$ cat config.mk
export PLATFORM = sky130hd
export DESIGN_NAME = tx_resp_fifo
export DESIGN_NICKNAME = d
export VERILOG_FILES = /design/src/rtl/tx_resp_fifo.sv
export SDC_FILE = /design/constraint.sdc
export NUM_CORES = 1
export LEC_CHECK = 0
export CAP_MARGIN = 20
export CORE_MARGIN = 3
export CORE_UTILIZATION = 54
export CTS_CLUSTER_DIAMETER = 50
export CTS_CLUSTER_SIZE = 24
export DETAILED_ROUTE_END_ITERATION = 6
export GPL_TIMING_DRIVEN = 0
export PLACE_DENSITY_LB_ADDON = 0.25
export SYNTH_ARGS = -nofsm -noshare
export SYNTH_HDL_FRONTEND = slang
export SYNTH_SLANG_ARGS = --single-unit
$ cat constraint.sdc
create_clock -name CLK -period 3 [get_ports CLK]
set_clock_uncertainty 0.05 [all_clocks]
set_input_delay 0.75 -clock CLK [delete_from_list [all_inputs] [get_ports CLK]]
set_output_delay 0.75 -clock CLK [all_outputs]
set_load 0.01 [all_outputs]
$ cat src/rtl/tx_resp_fifo.sv
// Response byte FIFO between the system controller and the UART TX path.
// Register-read bytes and 16-bit ALU results are queued, then launched one byte at a time.
module tx_resp_fifo #(
    parameter int DATA_WIDTH = 8,
    parameter int FIFO_DEPTH = 4
) (
    input  logic                    CLK,
    input  logic                    RST,
    input  logic [DATA_WIDTH-1:0]   RdDATA,
    input  logic                    RdDATA_VLD,
    input  logic [2*DATA_WIDTH-1:0] ALU_OUT,
    input  logic                    OUT_Valid,
    input  logic                    Busy,
    output logic [DATA_WIDTH-1:0]   TX_P_DATA,
    output logic                    TX_D_VLD,
    output logic                    FIFO_FULL,
    output logic                    Overflow
);

    localparam int PTR_W = $clog2(FIFO_DEPTH);
    localparam int CNT_W = PTR_W + 1;
    localparam logic [CNT_W-1:0] DEPTH_C = CNT_W'(FIFO_DEPTH);
    localparam logic [CNT_W-1:0] ONE_C   = CNT_W'(1);
    localparam logic [CNT_W-1:0] TWO_C   = CNT_W'(2);

    typedef enum logic [1:0] {
        S_IDLE  = 2'd0,
        S_REQ   = 2'd1,
        S_DRAIN = 2'd2
    } state_t;

    logic [DATA_WIDTH-1:0] r_mem [FIFO_DEPTH];
    logic [PTR_W-1:0]      r_wptr;
    logic [PTR_W-1:0]      r_rptr;
    logic [CNT_W-1:0]      r_count;
    logic                  r_full;
    logic                  r_overflow;
    state_t                r_state;
    logic [DATA_WIDTH-1:0] r_tx_data;
    logic                  r_tx_vld;

    logic [CNT_W-1:0]      w_free;
    logic                  w_alu_acc;
    logic                  w_rd_acc;
    logic                  w_drop;
    logic                  w_pop;
    logic [CNT_W-1:0]      w_push_n;
    logic [CNT_W-1:0]      w_pop_n;
    logic [CNT_W-1:0]      w_count_nxt;
    logic [PTR_W-1:0]      w_wptr_p1;

    // Space is judged on the start-of-cycle count; an ALU result needs two free
    // entries and wins over a simultaneous register read, which is then dropped.
    always_comb begin
        w_free      = DEPTH_C - r_count;
        w_alu_acc   = OUT_Valid && (w_free >= TWO_C);
        w_rd_acc    = RdDATA_VLD && !OUT_Valid && (w_free >= ONE_C);
        w_drop      = (OUT_Valid && !w_alu_acc) || (RdDATA_VLD && !w_rd_acc);
        w_pop       = (r_state == S_IDLE) && (r_count != '0) && !Busy;
        w_push_n    = w_alu_acc ? TWO_C : (w_rd_acc ? ONE_C : '0);
        w_pop_n     = w_pop ? ONE_C : '0;
        w_count_nxt = r_count + w_push_n - w_pop_n;
        w_wptr_p1   = r_wptr + PTR_W'(1);
    end

    always_ff @(posedge CLK) begin
        if (w_alu_acc) begin
            r_mem[r_wptr]     <= ALU_OUT[DATA_WIDTH-1:0];
            r_mem[w_wptr_p1]  <= ALU_OUT[2*DATA_WIDTH-1:DATA_WIDTH];
        end else if (w_rd_acc) begin
            r_mem[r_wptr]     <= RdDATA;
        end
    end

    always_ff @(posedge CLK or negedge RST) begin
        if (!RST) begin
            r_wptr     <= '0;
            r_rptr     <= '0;
            r_count    <= '0;
            r_full     <= 1'b0;
            r_overflow <= 1'b0;
        end else begin
            if (w_alu_acc) begin
                r_wptr <= r_wptr + PTR_W'(2);
            end else if (w_rd_acc) begin
                r_wptr <= w_wptr_p1;
            end
            if (w_pop) begin
                r_rptr <= r_rptr + PTR_W'(1);
            end
            r_count <= w_count_nxt;
            r_full  <= (w_count_nxt == DEPTH_C);
            if (w_drop) begin
                r_overflow <= 1'b1;
            end
        end
    end

    // The request is a held level: the UART clock is slower, so only its
    // synchronized busy flag may close the handshake.
    always_ff @(posedge CLK or negedge RST) begin
        if (!RST) begin
            r_state   <= S_IDLE;
            r_tx_data <= '0;
            r_tx_vld  <= 1'b0;
        end else begin
            case (r_state)
                S_IDLE: begin
                    if (w_pop) begin
                        r_tx_data <= r_mem[r_rptr];
                        r_tx_vld  <= 1'b1;
                        r_state   <= S_REQ;
                    end
                end
                S_REQ: begin
                    if (Busy) begin
                        r_tx_vld <= 1'b0;
                        r_state  <= S_DRAIN;
                    end
                end
                S_DRAIN: begin
                    if (!Busy) begin
                        r_state <= S_IDLE;
                    end
                end
                default: begin
                    r_tx_vld <= 1'b0;
                    r_state  <= S_IDLE;
                end
            endcase
        end
    end

    assign TX_P_DATA = r_tx_data;
    assign TX_D_VLD  = r_tx_vld;
    assign FIFO_FULL = r_full;
    assign Overflow  = r_overflow;

endmodule

# Word level (Yosys, flattened, before mapping)

Memories as Yosys holds them, arrays and structs flattened. A register that Yosys moved wholly into a read port is not among the register bits.
Index checks and enable logic that the tools add are counted.

Flip-flop bits (word level): 12
Output and inout port bits: 11
Input bits: 29
Memories kept: 1
Bits in writable memories: 32

Memories:

| name  | depth | bits a word | rd ports | clocked after memory_dff | wr ports | line | RTL |
|---|---|---|---|---|---|---|---|
| r_mem | 4     | 8           | 1        | 1                        | 2        | 32   | `logic [DATA_WIDTH-1:0] r_mem [FIFO_DEPTH];` |

Add/subtract/negate cells: 6
Bitwise logic cells: 2
Multiplexer cells: 18
Eq/ne operators: 6
Reduce and logical (&&, ||, !) cells: 19
Order comparisons: 2

Operator list:

| cell                  | count |
|---|---|
| $mux W2               | 6 |
| $mux W1               | 9 |
| $mux W8               | 1 |
| $logic_and A1 B1 Y1   | 7 |
| $ne A2 B2 Y1 const B  | 3 |
| $pmux W2 S3           | 1 |
| $reduce_and A3 Y1     | 2 |
| $logic_not A1 Y1      | 5 |
| $add A2 B1 Y2 const B | 2 |
| $add A3 B2 Y3         | 1 |
| $eq A3 B3 Y1 const B  | 1 |
| $ge A3 B1 Y1 const B  | 1 |
| $ge A3 B2 Y1 const B  | 1 |
| $pmux W1 S3           | 1 |
| $reduce_bool A3 Y1    | 1 |
| $sub A3 B1 Y3         | 1 |
| $sub A3 B3 Y3 const A | 1 |
| $add A2 B2 Y2 const B | 1 |
| $eq A2 B1 Y1 const B  | 1 |
| $eq A2 B2 Y1 const B  | 1 |
| $logic_not A2 Y1      | 1 |
| $reduce_and A2 Y1     | 1 |
| $reduce_bool A2 Y1    | 1 |
| $logic_or A1 B1 Y1    | 1 |
| other kinds (2)       | 2 |

# Depth between registers and ports, before layout

Gate-level depths: netlist of the first run.

Depth in word-level cells: 8
Gate-level depth with buffers: 13

# Worst setup path after synthesis of the first run

OpenSTA, ideal clock, no wires.

Path type: register to register
From: register r_count[0]
To: register r_full (netlist: FIFO_FULL)
Setup slack: 267 ps
Clock period less this slack: 2733 ps
Required time: 2862 ps
Arrival: 2594 ps
Stages on the path, launching flop included: 14
Path through: dfrtp_1 inv_1 ha_1 ha_1 nor4b_4 buf_6 nor2_2 inv_1 ha_1 inv_1 ha_1 fa_1 xnor2_1 nor3b_1

Word-level cells in the longest chain between the ends: 8

RTL lines:

| what                     | line | RTL |
|---|---|---|
| from (decl)              | 35   | `logic [CNT_W-1:0] r_count;` |
| from (signal assigned)   | 91   | `r_count <= w_count_nxt;` |
| $sub A3 B3 Y3            | 55   | `w_free = DEPTH_C - r_count;` |
| $ge A3 B1 Y1             | 57   | `w_rd_acc = RdDATA_VLD && !OUT_Valid && (w_free >= ONE_C);` |
| $logic_and A1 B1 Y1      | 57   |  |
| $mux W1                  | 60   | `w_push_n = w_alu_acc ? TWO_C : (w_rd_acc ? ONE_C : '0);` |
| $mux W2                  | 60   |  |
| $add A3 B2 Y3            | 62   | `w_count_nxt = r_count + w_push_n - w_pop_n;` |
| $sub A3 B1 Y3 *          | 62   |  |
| named net w_count_nxt[2] | 49   | `logic [CNT_W-1:0] w_count_nxt;` |
| $eq A3 B3 Y1 *           | 92   | `r_full <= (w_count_nxt == DEPTH_C);` |
| to (signal assigned)     | 92   |  |
| to (decl)                | 36   | `logic r_full;` |

The timed path passes the listed nets; every way through them passes the cells marked *.
A chain may end at the register's enable or synchronous reset.

==> reports/qor.csv, run 1 <==
metric;value;unit
relSlewSlack;32.2;%
htreeDepth;2;
grt_usage;24.3;%
vias;2123;
setup_viol;0;
cap_viol_max_count;0;
clk_pin_slew;90;ps
syn2layout_area_growth;23.8;%
crit_path_start_kind;primary input;
ys_types;32;
intPower;2.28;mW
root_buffer;clkbuf_8;
peakVddDrop;558;µV
ys_seq_elements;52;
p_per_area;1070;nW/µm²
dieArea;6020;µm²
place_ws;-291;ps
worstHoldPathCells;1;
p_seq_share;36.1;%
fp.dieW;77.6;µm
layout_min_cycle_time;2870;ps
viasPerCell;6.21;
seq_area_frac_synth;52.8;%
fmax;348;MHz
critPathMaxFanout;10;
drv_slew;0;
avgRoutedWirePerCell;19.5;µm
wl;6.68;mm
power_switching_share;38.1;%
placed_area;3260;µm²
num_rows;25;
tns;0;ps
fin_ws;125;ps
die_y;77.6;µm
postSynthNetCount;268;
async_flop_share;38.5;%
r2r_cells;8;
layout_common_cells;clkdlybuf4s50_1, nor3_1, a31oi_1, edfxtp_1, dfrtp_1;
clk_path_buf_depth;2;
cp.arrival;2760;ps
ios;40;
port_buffers;39;
drive_gt1_share;17.1;%
clockPowerShare;13.1;%
ys_warn_count;0;
place_congestion;0.928;
grt_max_degree;21;
layoutNonFillerInstCount;342;
grt_pass1_vias;2183;
hpwl;4.57;mm
fin_crit_sh;95.8;%
hold_class;reg -> reg;
place_inst;332;
critPathKind;in -> reg;
syn-cell-area;2770;µm²
required;2880;ps
synth_edf_count;32;
mostFrequentLayoutCell;clkdlybuf4s50_1;
grt_pass1_wl;10.9;mm
drt_iter0_drc;334;
clock-sinks;52;
clkLatencyLatePin;310;ps
syn_avg_cell_area;12.4;µm²
hold_ws;457;ps
leakagePower;1.28;nW
final_area;3430;µm²
combPwrFrac;50.8;%
p_total;3.68;mW
fin_util;70.7;%
core_area;4850;µm²
cts_hold_buf;0;
p_switching;1.40;mW
antenna_left;0;
antenna_found_initial;0;
nets;318;
final_hold_viol_count;0;
drtPass1Iterations;5;
drcViolationCount;0;
synth-main-ff-cell;edfxtp_1;
start_util;57.1;%
cts_tree;yes;
cts_buffers;5;
antenna_cells;0;
outcome;finished clean;
tightestPinTransition;1010;ps
grt_overflow_total;0;
syn-instance-count;224;
crit_path_end_kind;flip-flop;
==> synth_stat cells (2+ instances only) <==
cell type	number	area (µm²)
nor2_1	2	7.51
xor2_1	2	17.5
xnor2_1	4	35.0
ha_1	14	175
dfrtp_1	20	500
clkbuf_1	6	22.5
nand2_1	6	22.5
a31oi_1	32	200
nor3_1	32	160
edfxtp_1	32	961
or3b_1	3	26.3
a221o_1	2	20.0
mux2_2	8	90.1
o21ai_0	12	60.1
buf_2	3	15.0
or3b_2	6	52.6
nand3_1	4	20.0
inv_1	15	56.3
mux4_2	8	180
==> sequential cells by signal, summed over array words and instances, names as in the netlist <==
signal,flops
r_mem,32
TX_P_DATA,8
Overflow,1
r_count,3
r_rptr,2
r_wptr,2
TX_D_VLD,1
r_state,2
FIFO_FULL,1
==> critical path: stages <==
cell and delay (ps):
clkdlybuf4s50_1 530, clkbuf_1 350, nand3_1 430, o21ai_1 700
==> per-layer routing <==
| layer | GRT usage [%] | up-vias | part of all wire [%] |
|---|---|---|---|
| li1 | - | 965 | - |
| met1 | 31.6 | 991 | 38 |
| met2 | 39.0 | 141 | 49 |
| met3 | 5.45 | 26 | 9.5 |
| met4 | 11.0 | 0 | 3.5 |
| met5 | 0 | - | 0 |
==> kinds of logic (layout without fill, tap and decap cells) <==
family / count (synthesis) / in the layout / share of synthesized area, %
buffers and inverters: 25 / 76 / 3.80
AND/OR/NAND/NOR: 61 / 61 / 13.4
XOR/XNOR: 6 / 6 / 1.90
AO/OA/AOI/OAI: 49 / 49 / 11.3
adder cells (fa/ha/maj): 15 / 15 / 7.05
multiplexers: 16 / 16 / 9.76
flip-flops: 52 / 52 / 52.8
==> area by class of cell <==
class	instances	area [µm²]
Inverter	15	56.3
Fill cell	372	1420
Clock buffer	5	68.8
Tap cell	67	83.8
Clock inverter	3	42.5
Sequential cell	52	1460
Multi-Input combinational cell	147	1220
Buffer	10	51.3
Timing Repair Buffer	43	440
==> power by group through the flow <==
stage	registers [mW]	clock network, mW	logic [mW]
floorplan	1.35	0	1.16
global placement	1.34	0	1.69
detailed placement	1.35	0	1.77
CTS	1.33	0.487	1.79
global route	1.37	0.523	2.04
finish	1.33	0.482	1.87
==> path summary, 6_finish.rpt <==
kind	from	slack, ps	to
setup reg to reg	r_count[0]$_DFF_PN0_	150	r_mem[0][7]$_DFFE_PP_
max in group asynchronous	RST	1810	r_count[0]$_DFF_PN0_
hold reg to reg	Overflow$_DFFE_PN0P_	460	Overflow$_DFFE_PN0P_
min in group asynchronous	RST	660	TX_P_DATA[5]$_DFFE_PN0P_
hold / removal	Overflow$_DFFE_PN0P_	460	Overflow$_DFFE_PN0P_
setup / recovery	OUT_Valid	130	r_mem[3][1]$_DFFE_PP_
==> what timing repair did <==
item / CTS / global route
pin swaps: 0 / 1
buffers inserted: 1 / 0
setup endpoints to repair: 1 / 5
resized for setup: 1 / 7
Note: power is estimated with default switching activity, not from simulation.
==> inputs of run 2 (changes only) <==
Settings changed: TNS_END_PERCENT from default to 20.
==> results of run 2 <==
No change in the layout: final DEF, timing and power equal those of run 1.
==> inputs of run 3 (changes only) <==
Settings changed: CTS_CLUSTER_SIZE 24 to 40, SLEW_MARGIN from default to 40.
==> reports/qor.csv, run 3 (same netlist as run 1, synthesis figures left out) <==
metric;value;unit;change
fp.dieW;77.6;µm;unchanged
ios;40;;unchanged
combPwrFrac;52.2;%;+1.4 points
dieArea;6020;µm²;unchanged
layout_min_cycle_time;2850;ps;-25.0 ps
crit_path_start_kind;flip-flop;;
grt_usage;23.8;%;-0.56 points
vias;2137;;+0.66%
power_switching_share;39.4;%;+1.3 points
worstSetupPathDepth;13;;+9
worstPathBufferInverterCount;4;;+2
wl;6.79;mm;+1.6%
r2r_slack;150;ps;about the same
place_congestion;0.928;;unchanged
r2r_cells;13;;+5
clk_path_buf_depth;2;;unchanged
clkLatencyLatePin;310;ps;about the same
fin_crit_sh;95.0;%;-0.83 points
crit_family;adder cells;;
drt_iter0_drc;304;;-9.0%
seq_area;1460;µm²;unchanged
reg2reg_to;FIFO_FULL$_DFF_PN0_;;
cp.arrival;3000;ps;+240 ps
multi_input_comb_area;1240;µm²;+1.5%
crit_path_end_kind;flip-flop;;
die_y;77.6;µm;unchanged
place_ws;-328;ps;-37.2 ps
cts_tree;yes;;
p_switching;1.44;mW;+2.3%
regMostFlops;r_mem;;
grt_overflow_total;0;;unchanged
clock-sinks;52;;unchanged
hpwl;4.50;mm;-1.6%
antenna_found_initial;0;;unchanged
p_seq_share;36.5;%;+0.4 points
required;3150;ps;+270 ps
setup_viol;0;;unchanged
endpoint;FIFO_FULL$_DFF_PN0_;;
core_area;4850;µm²;unchanged
critPathKind;reg -> reg;;
largest_register_ffs;32;;unchanged
syn2layout_area_growth;23.2;%;
final_area;3410;µm²;-0.51%
leakagePower;1.27;nW;-0.58%
placed_area;3250;µm²;-0.27%
nets;319;;+0.31%
hold_class;in -> async;;
tns;0;ps;unchanged
antenna_left;0;;unchanged
drive_gt1_share;19.2;%;+2.1 points
final_hold_viol_count;0;;unchanged
clk_pin_slew;100;ps;about the same
mostFrequentLayoutCell;clkdlybuf4s50_1;;
tightestPinTransition;645;ps;-364 ps
start_util;57.1;%;unchanged
clockPowerShare;11.2;%;-1.9 points
peakVddDrop;773;µV;+38%
grt_pass1_vias;2132;;-2.3%
fin_util;70.3;%;-0.36 points
cap_viol_max_count;0;;unchanged
critPathMaxFanout;6;;-4
fin_ws;150;ps;+25.0 ps
avgRoutedWirePerCell;19.8;µm;+1.3%
relSlewSlack;57.0;%;+25 points
grt_max_degree;21;;unchanged
cpMostUsedCell;ha_1;;
port_buffers;39;;unchanged
viasPerCell;6.23;;+0.37%
grt_pass1_wl;10.7;mm;-1.8%
htreeDepth;2;;unchanged
fillers;365;;-1.9%
outcome;finished clean;;
critPathSlowestCell;dfrtp_2;;
p_per_area;1070;nW/µm²;-0.48%
root_buffer;clkbuf_8;;
num_rows;25;;unchanged
crit_chain;inv_1 -> ha_1 -> ha_1 -> nor4b_4 -> buf_6 -> nor2_4 -> inv_1 -> ha_1 -> inv_1 -> ha_1 -> fa_1 -> xnor2_2 -> nor3b_2;;
max_stage_delay;430;ps;-270 ps
cts_buffers;5;;unchanged
drv_slew;0;;unchanged
drtPass1Iterations;6;;+1
layout_common_cells;clkdlybuf4s50_1, nor3_1, a31oi_1, edfxtp_1, dfrtp_1;;
timing.rr.start;r_count[0]$_DFF_PN0_;;
fmax;351;MHz;+0.88%
intPower;2.21;mW;-3.0%
crit_start;r_count[0]$_DFF_PN0_;;
antenna_cells;0;;unchanged
drcViolationCount;0;;unchanged
[run 3: worst min path at each step]
stage	from	end	depth (start not counted)
6_report	RST	TX_P_DATA[5]$_DFFE_PN0P_	1
3_3_place_gp	Overflow$_DFFE_PN0P_	Overflow$_DFFE_PN0P_	1
4_1_cts	RST	TX_P_DATA[2]$_DFFE_PN0P_	1
5_1_grt	RST	TX_P_DATA[2]$_DFFE_PN0P_	1
3_5_place_dp	Overflow$_DFFE_PN0P_	Overflow$_DFFE_PN0P_	1
2_1_floorplan	RST	FIFO_FULL$_DFF_PN0_	0
[run 3: cell type report]
type	instances	share of cell area [%]
multi-input cells	147	36.4
clock inverters	3	0.697
inverters	15	1.65
clock buffers	5	2.02
repair buffers	44	12.4
well taps	67	2.46
plain buffers	10	1.50
flip-flops and latches	52	42.9
[run 3: repair_timing]
action / 4_1_cts / 5_1_grt
hold buffers: 0 / 0
resized for setup: 2 / 4
hold endpoints to repair: 0 / 0
endpoints found under the setup margin: 1 / 1
pin swaps: 0 / 1
buffers inserted: 1 / 4
[run 3: layer usage]
layer	GRT usage, %	up-vias	wire length [µm]
li1	-	968	-
met1	31.2	1019	2670
met2	38.6	125	3350
met3	3.25	25	533
met4	11.9	0	233
met5	0	-	0
[run 3: power groups by stage]
stage,logic [mW],registers (mW),clock network [mW]
floorplan,1.16,1.35,0
global placement,1.69,1.34,0
detailed placement,1.76,1.35,0
CTS,1.79,1.33,0.410
global route,2.06,1.37,0.443
finish,1.90,1.33,0.409
[run 3: per-stage QoR]
| step | std cells | power (mW) | hold WS, ps |
|---|---|---|---|
| 2_1_floorplan | 224 | 2.51 | 404 |
| 5_1_grt | 343 | 3.87 | 368 |
| 3_5_place_dp | 330 | 3.11 | 421 |
| 3_3_place_gp | 330 | 3.03 | 427 |
| 6_report | 343 | 3.64 | 340 |
| 4_1_cts | 339 | 3.53 | 357 |
